**src/rtl/apb_wait_slave.sv**
```systemverilog
// apb_wait_slave: APB responder with a 2^ADDR_W-word register bank and
// programmable wait states.
//   word 0              CTRL, bits [3:0] = wait count for following transfers
//   words 1..DEPTH-3    general read/write storage
//   word DEPTH-2        XFER_CNT, read-only completed-transfer counter
//   word DEPTH-1        ID, read-only, returns ID_VALUE
// Optional feature: define APB_SLV_ERR_EN to answer writes to the two
// read-only words with PSLVERR=1. Without it PSLVERR is constant 0 and such
// writes are silently dropped.
module apb_wait_slave #(
    parameter int                ADDR_W   = 5,
    parameter int                DATA_W   = 32,
    parameter logic [DATA_W-1:0] ID_VALUE = 32'hA9B0_0001
) (
    input  logic              PCLK,
    input  logic              PRESET,
    input  logic [ADDR_W-1:0] PADDR,
    input  logic              PSELx,
    input  logic              PENABLE,
    input  logic              PWRITE,
    input  logic [DATA_W-1:0] PWDATA,
    output logic              PREADY,
    output logic [DATA_W-1:0] PRDATA,
    output logic              PSLVERR
);

    localparam int                DEPTH  = 1 << ADDR_W;
    localparam int                WAIT_W = 4;
    localparam logic [ADDR_W-1:0] A_CTRL = '0;
    localparam logic [ADDR_W-1:0] A_CNT  = ADDR_W'(DEPTH - 2);
    localparam logic [ADDR_W-1:0] A_ID   = ADDR_W'(DEPTH - 1);

    typedef enum logic [1:0] {
        S_IDLE,
        S_WAIT,
        S_DONE
    } state_t;

    state_t              state_q, state_d;
    logic [WAIT_W-1:0]   cnt_q, cnt_d;
    logic [ADDR_W-1:0]   addr_q, addr_d;
    logic                write_q, write_d;
    logic [DATA_W-1:0]   wdata_q, wdata_d;
    logic                pready_q, pready_d;
    logic [DATA_W-1:0]   prdata_q, prdata_d;
    logic                pslverr_q, pslverr_d;

    logic [WAIT_W-1:0]   ctrl_q;
    logic [DATA_W-1:0]   xfer_cnt_q;
    logic [DATA_W-1:0]   mem_q [DEPTH];

    logic                setup;
    logic                complete;
    logic                commit;
    logic [WAIT_W-1:0]   wait_src;
    logic [ADDR_W-1:0]   rd_addr;
    logic                rd_write;
    logic [DATA_W-1:0]   rd_data;
    logic                rd_err;
    logic                enter_done;

    assign setup    = PSELx & ~PENABLE;
    // The transfer in DONE completes unless the master has dropped PSELx.
    assign complete = (state_q == S_DONE) & PSELx;
    assign commit   = complete & write_q;

    // A setup accepted in the DONE cycle must see a CTRL write completing at
    // the same edge, so the wait count is forwarded from the pending commit.
    assign wait_src = (commit && addr_q == A_CTRL) ? wdata_q[WAIT_W-1:0] : ctrl_q;

    // While waiting the latched transfer is answered; otherwise the response is
    // for a zero-wait transfer whose setup is on the bus right now.
    assign rd_addr  = (state_q == S_WAIT) ? addr_q  : PADDR;
    assign rd_write = (state_q == S_WAIT) ? write_q : PWRITE;

    // Read mux, with forwarding of a write / counter step landing this edge.
    always_comb begin
        // NOTE: every always_comb output gets a default first, so no path can
        // leave it unassigned and infer a latch.
        rd_data = '0;
        if (rd_addr == A_CTRL) begin
            rd_data[WAIT_W-1:0] = wait_src;
        end else if (rd_addr == A_CNT) begin
            rd_data = xfer_cnt_q + DATA_W'(complete);
        end else if (rd_addr == A_ID) begin
            rd_data = ID_VALUE;
        end else if (commit && addr_q == rd_addr) begin
            rd_data = wdata_q;
        end else begin
            rd_data = mem_q[rd_addr];
        end
    end

`ifdef APB_SLV_ERR_EN
    assign rd_err = rd_write & ((rd_addr == A_CNT) | (rd_addr == A_ID));
`else
    assign rd_err = 1'b0;
`endif

    // Next-state and registered-response logic of the transfer FSM.
    always_comb begin
        state_d    = state_q;
        cnt_d      = cnt_q;
        addr_d     = addr_q;
        write_d    = write_q;
        wdata_d    = wdata_q;
        enter_done = 1'b0;

        case (state_q)
            S_IDLE, S_DONE: begin
                // Setup in IDLE starts a transfer; setup in DONE starts the
                // next one back-to-back. Anything else returns to IDLE.
                state_d = S_IDLE;
                if (setup) begin
                    addr_d  = PADDR;
                    write_d = PWRITE;
                    wdata_d = PWDATA;
                    if (wait_src == '0) begin
                        state_d    = S_DONE;
                        enter_done = 1'b1;
                    end else begin
                        state_d = S_WAIT;
                        cnt_d   = wait_src;
                    end
                end
            end
            S_WAIT: begin
                if (!PSELx) begin
                    state_d = S_IDLE;
                end else if (cnt_q == WAIT_W'(1)) begin
                    state_d    = S_DONE;
                    cnt_d      = '0;
                    enter_done = 1'b1;
                end else begin
                    cnt_d = cnt_q - WAIT_W'(1);
                end
            end
            default: state_d = S_IDLE;
        endcase

        pready_d  = enter_done;
        prdata_d  = (enter_done && !rd_write) ? rd_data : '0;
        pslverr_d = enter_done & rd_err;
    end

    // FSM, latched transfer and response registers.
    always_ff @(posedge PCLK) begin
        // NOTE: sequential state uses non-blocking assignments so every
        // register samples pre-edge values regardless of statement order.
        if (PRESET) begin
            state_q   <= S_IDLE;
            cnt_q     <= '0;
            addr_q    <= '0;
            write_q   <= 1'b0;
            wdata_q   <= '0;
            pready_q  <= 1'b0;
            prdata_q  <= '0;
            pslverr_q <= 1'b0;
        end else begin
            state_q   <= state_d;
            cnt_q     <= cnt_d;
            addr_q    <= addr_d;
            write_q   <= write_d;
            wdata_q   <= wdata_d;
            pready_q  <= pready_d;
            prdata_q  <= prdata_d;
            pslverr_q <= pslverr_d;
        end
    end

    // Register bank: commits and the transfer counter update at completion.
    always_ff @(posedge PCLK) begin
        if (PRESET) begin
            ctrl_q     <= '0;
            xfer_cnt_q <= '0;
            // NOTE: the storage words must read 0 after reset, so the bank is
            // built from resettable flops rather than an inferred RAM.
            for (int i = 0; i < DEPTH; i++) begin
                mem_q[i] <= '0;
            end
        end else begin
            if (complete) begin
                xfer_cnt_q <= xfer_cnt_q + DATA_W'(1);
            end
            if (commit) begin
                if (addr_q == A_CTRL) begin
                    ctrl_q <= wdata_q[WAIT_W-1:0];
                end else if (addr_q < A_CNT) begin
                    mem_q[addr_q] <= wdata_q;
                end
            end
        end
    end

    assign PREADY  = pready_q;
    assign PRDATA  = prdata_q;
    assign PSLVERR = pslverr_q;

endmodule

```
**config.mk**
```make
export PLATFORM = sky130hd
export DESIGN_NAME = apb_wait_slave
export DESIGN_NICKNAME = d
export VERILOG_FILES = /design/src/rtl/apb_wait_slave.sv
export SDC_FILE = /design/constraint.sdc
export NUM_CORES = 2
export LEC_CHECK = 0
export CAP_MARGIN = 25
export CORE_MARGIN = 10
export CORE_UTILIZATION = 50
export CTS_CLUSTER_SIZE = 30
export DETAILED_ROUTE_END_ITERATION = 16
export PLACE_DENSITY = 0.74
export REMOVE_ABC_BUFFERS = 1
export SYNTH_ARGS = -nofsm -noshare
export SYNTH_HDL_FRONTEND = slang
export SYNTH_SLANG_ARGS = --single-unit
```
**constraint.sdc**
```tcl
create_clock -name PCLK -period 2.8 [get_ports PCLK]
set_input_delay 0.7 -clock PCLK [delete_from_list [all_inputs] [get_ports PCLK]]
set_output_delay 0.7 -clock PCLK [all_outputs]
set_load 0.01 [all_outputs]
```
**After elaboration in Yosys (flattened, before gate mapping)**

Memory sizes are Yosys's and may differ from the RTL's.
Index checks and enable logic that the tools add are counted.

- Add/sub/neg operators: 3
- $mul: 0
- Divide/modulo/power cells: 0
- Magnitude comparators: 1
- Equality and inequality tests: 10
- Shifts and indexed selects: 0
- Multiplexer cells: 32
- Bitwise gates (word level): 5
- Reduce and logical (&&, ||, !) cells: 16

Operators by type and width:

| cell | number |
|---|---|
| two-way mux 32 bit | 4 |
| adder 32 x 1 -> 32 bit | 1 |
| adder 32 x 1 -> 32 bit, second input constant | 1 |
| OR reduction 32 bit | 1 |
| two-way mux 4 bit | 6 |
| two-way mux 1 bit | 13 |
| equality test 5 bit, second input constant | 2 |
| zero test 5 bit | 2 |
| two-way mux 5 bit | 2 |
| two-way mux 2 bit | 4 |
| case mux 4 bit (2 select lines) | 1 |
| inequality test 2 bit, second input constant | 3 |
| equality test 5 bit | 1 |
| < comparator 5 bit, second input constant | 1 |
| equality test 4 x 1 -> 1 bit, second input constant | 1 |
| zero test 4 bit | 1 |
| case mux 2 bit (2 select lines) | 1 |
| AND reduction 2 bit | 2 |
| AND reduction 4 bit | 1 |
| OR reduction 2 bit | 2 |
| subtractor 4 x 1 -> 4 bit, second input constant | 1 |
| AND 1 bit | 3 |
| logical AND 1 bit | 3 |
| inequality test 3 x 2 -> 1 bit, second input constant | 1 |
| 8 further kinds | 9 |

- Register bits: 113
- Bits in latches: 0
- RAM bits: 1024
- ROM bits: 0
- Input port bits: 42
- Output and inout port bits: 34
- Word-level logic and storage cells: 78
- Memories kept: 1

Memory list:

| name | depth | width | rd ports | clocked after memory_dff | wr ports | line | RTL |
|---|---|---|---|---|---|---|---|
| mem_q | 32 | 32 | 1 | 0 | 32 | 50 | `logic [DATA_W-1:0] mem_q [DEPTH];` |

**Logic depth before layout (Yosys ltp)**

- Word-level depth: 12
- Gate-level depth with buffers: 14
- Mapped depth without buffers: 10

**Worst setup path after synthesis**

Ideal clock, no wire load.

- Kind: input port to flip-flop
- Start point: in PSELx
- End point: mem mem_q[26][0] (enable)
- Data arrival time: 2.318 ns
- Data required time: 2.425 ns
- Setup slack: 0.107 ns
- Cell stages on the path: 8
- Path buffers: 2
- Cells stage by stage: and3b_1 -> buf_4 -> nand2_1 -> nor3_1 -> nand3_1 -> clkbuf_1 -> nor2_1 -> or2_2

RTL lines:

| element | line | RTL |
|---|---|---|
| start: declaration | 18 | `input logic PSELx,` |
| end: declaration | 50 |  |

**Worst setup path after layout**

- Start point: reg state_q[1]
- End point: reg prdata_q[22], in the netlist PRDATA[22]

- Longest elaborated chain between the ends: 12

RTL lines:

| element | line | RTL |
|---|---|---|
| start: declaration | 39 | `state_t state_q, state_d;` |
| start signal: assignment | 160 | `state_q <= state_d;` |
| equality test 2 bit | 64, 109 |  |
| AND 1 bit | 64 | `assign complete = (state_q == S_DONE) & PSELx;` |
| AND 1 bit | 65 | `assign commit = complete & write_q;` |
| logical AND 1 bit | 69 | `assign wait_src = (commit && addr_q == A_CTRL) ? wdata_q[WAIT_W-1:0] : ctrl_q;` |
| two-way mux 4 bit | 69 |  |
| zero test 4 bit | 118 | `if (wait_src == '0) begin` |
| two-way mux 1 bit | 118 |  |
| two-way mux 1 bit | 114 | `if (setup) begin` |
| case mux 1 bit (2 select lines) | 109 | `case (state_q)` |
| logical AND 1 bit | 142 | `prdata_d = (enter_done && !rd_write) ? rd_data : '0;` |
| inverter 1 bit (no line) | n/a |  |
| OR reduction 3 bit (no line) | n/a |  |
| end signal: assignment | 166 | `prdata_q <= prdata_d;` |
| end: declaration | 45 | `logic [DATA_W-1:0] prdata_q, prdata_d;` |

Parallel ways exist; a longest one is shown, timed or not.
A chain may end at the register's enable or synchronous reset.

==> results.json <==
{
  "status": "finished, violations left",
  "violations": "setup timing",
  "clkPwrFrac_pct": 40.4,
  "fin_area_mm2": 0.0647,
  "fill_cells": 7396,
  "hold_viol_final": 0,
  "drtPass1Iterations": 15,
  "tightest_slew_ns": 1.13,
  "cp-end-kind": "flop",
  "cts.clk_slew.worst_paths_ns": 0.07,
  "rrSetupSlack_ns": -0.17,
  "timing.final.crit_share_pct": 106,
  "start_kind": "flop",
  "ys.warnings.count": 0,
  "fmax_mhz": 337,
  "cts-root-buf": "clkbuf_16",
  "routed_via_density": 6.18,
  "antenna_found_initial": 11,
  "clk_path_buf_depth": 3,
  "yosysUniqueCellTypes": 85,
  "drt_wl_total_mm": 182,
  "synthMuxAreaShare_pct": 5.74,
  "synth_area_mm2": 0.0521,
  "yosysTopAreaCell": "edfxtp_1",
  "synth_common_cells": "edfxtp_1 (1024), and2_1 (906), nand2_1 (684)",
  "grt_pass1_wl_mm": 258,
  "syn2layout_area_growth_pct": 24.2,
  "vias": 39147,
  "grt_max_degree": 86,
  "seq_area_frac_synth_pct": 63.4,
  "synth_top_family_by_area": "simple AND/OR/NAND/NOR gates",
  "hpwlAfterDp_mm": 118,
  "synthSimpleGateAreaFrac_pct": 20.8,
  "hold_buffers": 0,
  "synth_fa_ha_area_share_pct": 0.120,
  "gp_congestion": 1.05,
  "overflow": 0,
  "hold_slack_ns": 0.460,
  "grt_usage_pct": 29.9,
  "setup_viol": 17,
  "comb_power_share_pct": 9.7,
  "worst-setup-path-type": "flop to flop",
  "switching_share_pct": 23.9,
  "power.internal_mw": 29.4,
  "p_seq_share_pct": 49.9,
  "portBuffers": 74,
  "power_density_mw_per_mm2": 598,
  "vdd_drop_max_mv": 0.501,
  "synth-async-reset-ratio_pct": 0,
  "instances_no_fill": 6337,
  "drtIter0Drc": 6488,
  "setup_tns_ns": -0.908,
  "yosys-top-cells-area": "edfxtp_1 (59%), and2_1 (11%), nand2_1 (4.9%)",
  "layout.nets": 4906,
  "ys_ff_latch": 1137,
  "skew_ns": 0.0463,
  "std_cell_rows": 118,
  "slew_violations": 0,
  "start_util_pct": 50.3,
  "critPathRequiredTime_ns": 3.45,
  "switching_power_mw": 9.25,
  "arrival_ns": 3.62,
  "syn_avg_cell_area_um2": 12.1,
  "ios": 76,
  "cts.sinks": 1137,
  "leakage_nw": 24.5,
  "synthXorXnorAreaFrac_pct": 0.958,
  "relSlewSlack_pct": 24.8,
  "synth.most_common_cell": "edfxtp_1",
  "drive_gt1_share_pct": 23.0,
  "cts_tree": "done",
  "placed_area_mm2": 0.0587,
  "ant_nets": 0,
  "synth_compound_area_share_pct": 5.35,
  "die_w_um": 343,
  "wl_per_cell_um": 28.7,
  "period_needed_ns": 2.97,
  "crit_path_max_fanout": 11,
  "numCtsBuffers": 114,
  "dieArea_mm2": 0.118,
  "power_mw": 38.7,
  "setup_slack_ns": -0.167,
  "dp_cells": 6061,
  "grt_pass1_vias": 37571,
  "die_h_um": 343,
  "synth_edf_count": 1024,
  "hold_class": "input port to flop",
  "htree_levels": 3,
  "synth_flop_cell": "edfxtp_1",
  "synth_top_area_share_pct": 59.0,
  "netlist_instances": 4307,
  "rsz0062_at_grt": "true",
  "core-area_mm2": 0.103,
  "worstSkewPairLatency_ns": 0.72,
  "cap_viol_max_count": 0,
  "drc": 0
}
critical path, cell delays in order (launching register included):
cell and delay, ns:
dfxtp_2 0.33, buf_6 0.12, and3b_4 0.34, a21o_4 0.17, buf_12 0.17, buf_12 0.12
buf_16 0.13, buf_4 0.12, nand2_1 0.05, a31oi_1 0.19, nand4_1 0.32, a21oi_2 0.42
o221ai_1 0.16, buf_4 0.15, a21oi_1 0.11
power groups by stage:
| stage | registers, mW | logic [mW] | clock network (mW) |
|---|---|---|---|
| global route | 19.3 | 3.81 | 16.3 |
| CTS | 19.3 | 3.36 | 15.6 |
| finish | 19.3 | 3.75 | 15.6 |
| global placement | 19.6 | 3.12 | 0 |
| floorplan | 19.6 | 1.39 | 0 |
| detailed placement | 19.6 | 3.16 | 0 |
worst paths after layout:
path / start / to / cells after the start
worst max-delay path: state_q[1]$_SDFFE_PP0P_ / PRDATA[22]$_SDFF_PP0_ / 14
worst min-delay path: PRESET / addr_q[1]$_SDFFE_PP0P_ / 3
worst max register to register: state_q[1]$_SDFFE_PP0P_ / PRDATA[22]$_SDFF_PP0_ / 14
worst min register to register: cnt_q[1]$_SDFFE_PP0P_ / cnt_q[1]$_SDFFE_PP0P_ / 2
layout by cell type (no fill, tap or decap), types with 39 or more instances in the layout:
cell,n
a21oi_1,119
and2_1,904
buf_12,102
buf_4,483
buf_6,39
clkbuf_16,121
clkdlybuf4s50_1,71
conb_1,97
dfxtp_1,111
edfxtp_1,1024
mux2i_1,107
mux4_2,71
nand2_1,678
nand3_1,184
nor2_1,80
nor3_1,41
cells by family (layout without fill, tap and decap cells):
kind of cell             count (synthesis)  in the layout
XOR/XNOR                                57             57
AND/OR/NAND/NOR                       2091           2091
adder cells (fa/ha/maj)                  5              5
multiplexers                           205            205
AO/OA/AOI/OAI                          417            418
flip-flops                            1137           1137
buffers and inverters                  394            946
other                                    1             98
through the flow:
step                setup slack (ns)  utilization, %
finish                        -0.167            62.5
global route                  -0.119            62.5
CTS                          -0.0685            61.3
detailed placement             -1.26            56.7
global placement               -1.79            56.7
floorplan                      -8.48               -
state kept, by name (all words and copies together), names as in the netlist:
register,count
write_q,1
ctrl_q,4
xfer_cnt_q,32
wdata_q,32
state_q,2
mem_q,1024
PREADY,1
cnt_q,4
PRDATA,32
addr_q,5
layout make-up:
| type | instances | area, um2 | share of cell area, % |
|---|---|---|---|
| clock buffers | 141 | 3080 | 4.76 |
| repair buffers | 721 | 7330 | 11.3 |
| flip-flops and latches | 1137 | 33000 | 51.0 |
| multi-input cells | 2873 | 18800 | 29.1 |
| inverters | 12 | 45.0 | 0.0696 |
| diodes | 1 | 2.50 | 0.00387 |
| well taps | 1380 | 1730 | 2.67 |
| clock inverters | 72 | 693 | 1.07 |
timing repair:
action / in CTS / in global routing
buffers inserted: 28 / 39
cloned: 4 / 4
gates resized for setup: 162 / 177
pin swaps: 23 / 56
endpoints found under the setup margin: 32 / 32
per-layer routing:
layer	GRT usage (%)	routed length [um]	vias up	share of wire, %
met5	0.735	144	-	0.079
met4	19.6	13300	8	7.3
met3	8.31	26900	650	15
met2	43.8	78800	3190	43
met1	38.8	62600	19046	34
li1	-	-	16253	-
No activity file was read; power rests on OpenSTA's default activity.
